==> src/rtl/eflags_cond_unit.sv <==
// Architectural EFLAGS register with masked ALU writeback, x86 tttn condition
// evaluation, and a pending-writer counter that stalls condition reads on RAW hazards.
module eflags_cond_unit #(
    parameter int MAX_PENDING = 4
) (
    input  logic        clk,
    input  logic        reset_n,
    input  logic        fw_issue,
    output logic        fw_issue_ready,
    input  logic        flush,
    input  logic        wb_valid,
    input  logic [31:0] wb_flags,
    input  logic [31:0] wb_mask,
    input  logic        cc_req_valid,
    input  logic [3:0]  cc_code,
    output logic        cc_req_ready,
    output logic        cc_resp_valid,
    output logic        cc_taken,
    output logic [31:0] eflags_out
);

    localparam int CW = $clog2(MAX_PENDING + 1);
    localparam logic [CW-1:0] PEND_MAX  = CW'(MAX_PENDING);
    localparam logic [CW-1:0] PEND_ZERO = {CW{1'b0}};
    localparam logic [CW-1:0] PEND_ONE  = CW'(1);

    // Writable: OF(11) DF(10) SF(7) ZF(6) AF(4) PF(2) CF(0); bit 1 is hardwired high.
    localparam logic [31:0] WR_BITS  = 32'h0000_0CD5;
    localparam logic [31:0] FIX_ONES = 32'h0000_0002;
    localparam logic [31:0] RST_VAL  = 32'h0000_0002;

    localparam int OF_B = 11;
    localparam int SF_B = 7;
    localparam int ZF_B = 6;
    localparam int PF_B = 2;
    localparam int CF_B = 0;

    function automatic logic cond_eval(input logic [3:0] code, input logic [31:0] f);
        logic base;
        case (code[3:1])
            3'd0:    base = f[OF_B];
            3'd1:    base = f[CF_B];
            3'd2:    base = f[ZF_B];
            3'd3:    base = f[CF_B] | f[ZF_B];
            3'd4:    base = f[SF_B];
            3'd5:    base = f[PF_B];
            3'd6:    base = f[SF_B] ^ f[OF_B];
            3'd7:    base = f[ZF_B] | (f[SF_B] ^ f[OF_B]);
            default: base = 1'b0;
        endcase
        // Odd codes are the negated form of the preceding even code.
        return base ^ code[0];
    endfunction

    logic [31:0]   eflags_q;
    logic [31:0]   eflags_d;
    logic [CW-1:0] pending_q;
    logic [CW-1:0] pending_d;
    logic          resp_valid_q;
    logic          resp_valid_d;
    logic          taken_q;
    logic          taken_d;

    logic          pend_zero_s;
    logic          issue_ok_s;
    logic          retire_s;
    logic          req_ready_s;
    logic          accept_s;

    // Readiness and handshake terms.
    always_comb begin
        pend_zero_s    = (pending_q == PEND_ZERO);
        fw_issue_ready = (pending_q != PEND_MAX) | wb_valid | flush;
        issue_ok_s     = fw_issue & fw_issue_ready & ~flush;
        retire_s       = wb_valid & ~pend_zero_s;
        // pending==1 with a same-cycle writeback reads the bypassed merged flags.
        req_ready_s    = ~flush & (pend_zero_s | ((pending_q == PEND_ONE) & wb_valid));
        cc_req_ready   = req_ready_s;
        accept_s       = cc_req_valid & req_ready_s;
    end

    // Merge the writeback into the committed flags, forcing the constant bits.
    always_comb begin
        eflags_d = eflags_q;
        if (wb_valid) begin
            eflags_d = (((eflags_q & ~wb_mask) | (wb_flags & wb_mask)) & WR_BITS) | FIX_ONES;
        end else begin
            eflags_d = eflags_q;
        end
    end

    // Pending flag-writer count; flush clears it and drops same-cycle issues.
    always_comb begin
        pending_d = pending_q;
        if (flush) begin
            pending_d = PEND_ZERO;
        end else if (issue_ok_s && !retire_s) begin
            pending_d = pending_q + PEND_ONE;
        end else if (retire_s && !issue_ok_s) begin
            pending_d = pending_q - PEND_ONE;
        end else begin
            pending_d = pending_q;
        end
    end

    // Condition response; cc_taken holds between responses.
    always_comb begin
        resp_valid_d = accept_s;
        taken_d      = taken_q;
        if (accept_s) begin
            taken_d = cond_eval(cc_code, eflags_d);
        end else begin
            taken_d = taken_q;
        end
    end

    // State registers.
    always_ff @(posedge clk or negedge reset_n) begin
        if (!reset_n) begin
            eflags_q     <= RST_VAL;
            pending_q    <= PEND_ZERO;
            resp_valid_q <= 1'b0;
            taken_q      <= 1'b0;
        end else begin
            eflags_q     <= eflags_d;
            pending_q    <= pending_d;
            resp_valid_q <= resp_valid_d;
            taken_q      <= taken_d;
        end
    end

    assign eflags_out    = eflags_q;
    assign cc_resp_valid = resp_valid_q;
    assign cc_taken      = taken_q;

endmodule

==> config.mk <==
export PLATFORM = sky130hd
export DESIGN_NAME = eflags_cond_unit
export DESIGN_NICKNAME = d
export VERILOG_FILES = /design/src/rtl/eflags_cond_unit.sv
export SDC_FILE = /design/constraint.sdc
export NUM_CORES = 1
export LEC_CHECK = 0
export CAP_MARGIN = 0
export CORE_MARGIN = 2
export CORE_UTILIZATION = 30
export DETAILED_ROUTE_END_ITERATION = 8
export GPL_TIMING_DRIVEN = 0
export PLACE_DENSITY_LB_ADDON = 0.1
export SLEW_MARGIN = 30
export SYNTH_ARGS = -nofsm -noshare
export SYNTH_HDL_FRONTEND = slang
export SYNTH_SLANG_ARGS = --single-unit
==> constraint.sdc <==
create_clock -name clk -period 2.3 [get_ports clk]
set_input_delay 0.345 -clock clk [delete_from_list [all_inputs] [get_ports clk]]
set_output_delay 0.345 -clock clk [all_outputs]
set_load 0.05 [all_outputs]
==> results.json, run 1 <==
{
  "numCtsBuffers": 3,
  "seq_area_frac_synth_pct": 30.6,
  "synth_edf_count": 0,
  "gp_congestion": 0.776,
  "fin_setup_tns_ps": 0,
  "required_ps": 1960,
  "wl_per_cell_um": 10.1,
  "cts_buffer_depth": 2,
  "path_clk_slew_ps": 80,
  "cts.sinks": 12,
  "synth_area_leader_cell": "dfrtp_1",
  "wl_met2_mm": 1.09,
  "place_inst": 213,
  "worstPathMaxFanout": 10,
  "route.met3.wl_um": 173,
  "drive_gt1_share_pct": 22.5,
  "initial_core_util_pct": 31.9,
  "period_minus_slack_ps": 2200,
  "die_h_um": 61.2,
  "hold_viol_final": 0,
  "max_slew_margin_pct": 62.0,
  "cpMaxStageDelayCell": "clkdlybuf4s50_1",
  "nets": 252,
  "seq_area_sq_um": 300,
  "dp_hpwl_mm": 1.81,
  "drtIter0Drc": 33,
  "grt_usage_pct": 12.9,
  "crit_buf_inv": 4,
  "synth_top_area_share_pct": 30.6,
  "antenna_found_initial": 0,
  "grt_pass1_wl_mm": 3.59,
  "cp-start-kind": "input port",
  "postCtsHoldBufs": 0,
  "path_class": "input port to output pin",
  "final_cell_count_no_fill": 217,
  "slew_violations": 0,
  "rsz0062_at_grt": "no",
  "synth_area_leaders": "dfrtp_1 (31%), buf_4 (19%), ha_1 (5.1%)",
  "insertion_delay_ps": 270,
  "leakage_nw": 0.751,
  "finalSetupViolations": 0,
  "ioPinCount": 110,
  "syn_avg_cell_area_sq_um": 8.68,
  "die-area_sq_mm": 0.00374,
  "die_w_um": 61.2,
  "status": "complete, no violations",
  "synth_area_sq_um": 981,
  "drc": 0,
  "cts_resized": 4,
  "antenna_cells": 0,
  "layout_setup_ws_ps": 101,
  "clk_root_buffer_cell": "clkbuf_4",
  "power_density_mw_per_mm2": 761,
  "grt.overflow.total": 0,
  "placed_cell_area_sq_mm": 0.00146,
  "drtPass1Iterations": 4,
  "synth-async-reset-ratio_pct": 100,
  "cts_tree": "done",
  "tightestPinTransition_ps": 568,
  "end_kind": "output pin",
  "path_depth": 6,
  "maxCapViolCount": 0,
  "fin_crit_sh_pct": 95.6,
  "cts_setup_buffers": 0,
  "max_freq_mhz": 455,
  "rows": 20,
  "wl_mm": 2.19,
  "grt_pass1_vias": 863,
  "synth_cells": 113,
  "m1WireLength_um": 905,
  "reg2regPathDepth": 5,
  "crit_family": "buffers and inverters",
  "hp-class": "input port to asynchronous set/reset pin",
  "cp.arrival_ps": 1850,
  "synth_common_cells": "buf_4 (25), dfrtp_1 (12), nand2_1 (10)",
  "ys.flop_type": "dfrtp_1",
  "vias_per_cell": 4.07,
  "multi_input_area_sq_um": 534,
  "preCtsSetupSlack_ps": -385,
  "portBuffers": 33,
  "ys_types": 37,
  "via_count": 883,
  "fillers": 310,
  "grt_max_degree": 13,
  "max_stage_delay_ps": 490,
  "clock_skew_ps": 7.49,
  "h-tree-depth": 1,
  "ys_seq_elements": 12,
  "dr.max_layer_used": "met4",
  "fin_area_sq_mm": 0.00149,
  "yosysMostFrequentCell": "buf_4",
  "coreArea_sq_mm": 0.00308,
  "peakVddDrop_mv": 0.329,
  "ant_nets": 0,
  "synth_warnings": 0,
  "area_growth_pct": 51.8,
  "crit_chain": "clkdlybuf4s50_1 -> buf_6 -> buf_2 -> nor2_1 -> nand3_1 -> clkdlybuf4s15_1"
}
==> final timing paths <==
path / from / endpoint / slack, ps
min reg2reg: cc_taken / cc_taken / 490
max: wb_valid / fw_issue_ready / 100
min in group clk: cc_taken / cc_taken / 490
max reg2reg: eflags_out[11] / cc_taken / 700
min: reset_n / eflags_out[6] / 430
max in group asynchronous: reset_n / pending_q[0] / 1490
==> per-layer routing <==
metal,global-route usage (%),up-vias
li1,-,459
met1,15.8,386
met2,21.7,34
met3,2.94,4
met4,5.59,0
met5,0,-
==> cell usage in the layout (no fill, tap or decap), drive strengths merged, types with 2 or more instances in the layout <==
cell,n
a21oi,5
o21ai,5
nand3,3
clkbuf,5
mux2i,2
nor2,4
buf,28
ha,4
a2111oi,2
mux2,3
inv,8
a211o,2
conb,25
o31ai,2
xnor2,2
nor3,2
dfrtp,12
a21bo,2
clkdlybuf4s50,31
nand2,11
==> layout make-up <==
type | count | share of cell area (%)
Tap cell | 44 | 3.70
Clock buffer | 4 | 2.44
Timing Repair Buffer | 33 | 21.8
Sequential cell | 12 | 20.2
Buffer | 28 | 13.9
Multi-Input combinational cell | 88 | 35.9
Inverter | 8 | 2.02
==> where the power goes <==
group / total, mW / switching [mW] / internal [mW]
Combinational: 0.667 / 0.421 / 0.247
Sequential: 0.299 / 0.0389 / 0.260
Clock: 0.168 / 0.0714 / 0.0962
Total: 1.13 / 0.531 / 0.603
==> cells by family after synthesis <==
kind of cell	Yosys count	synth area share, %
DFF	12	30.6
muxes	5	5.87
AOI/OAI and AO/OA	27	19.6
other	2	0.766
adders and majority gates	4	5.10
buffers and inverters	36	24.2
and+or+nand+nor	25	12.0
xor gates and xnor gates	2	1.79
==> per-stage QoR <==
stage | hold WS (ps) | util [%] | total power, mW
4_1_cts | 455 | 48.5 | 1.15
3_5_place_dp | 483 | 47.4 | 0.978
2_1_floorplan | 49.4 | - | 0.793
5_1_grt | 457 | 48.4 | 1.22
3_3_place_gp | 472 | 47.4 | 0.962
6_report | 430 | 48.4 | 1.13
No activity file was read; power rests on OpenSTA's default activity.
==> run 2, diff against run 1 <==
--- a/config.mk
+++ b/config.mk
@@ -11,7 +11,7 @@
 export DETAILED_ROUTE_END_ITERATION = 8
 export GPL_TIMING_DRIVEN = 0
 export PLACE_DENSITY_LB_ADDON = 0.1
-export SLEW_MARGIN = 30
+export SLEW_MARGIN = 20
 export SYNTH_ARGS = -nofsm -noshare
 export SYNTH_HDL_FRONTEND = slang
 export SYNTH_SLANG_ARGS = --single-unit
==> results of run 2 <==
No change in the layout: final DEF, timing and power equal those of run 1.
==> run 3, diff against run 2 <==
--- a/config.mk
+++ b/config.mk
@@ -8,7 +8,9 @@
 export CAP_MARGIN = 0
 export CORE_MARGIN = 2
 export CORE_UTILIZATION = 30
+export CTS_CLUSTER_DIAMETER = 200
 export DETAILED_ROUTE_END_ITERATION = 8
+export GPL_ROUTABILITY_DRIVEN = 0
 export GPL_TIMING_DRIVEN = 0
 export PLACE_DENSITY_LB_ADDON = 0.1
 export SLEW_MARGIN = 20
==> results of run 3 <==
No change in the layout: final DEF, timing and power equal those of run 1.
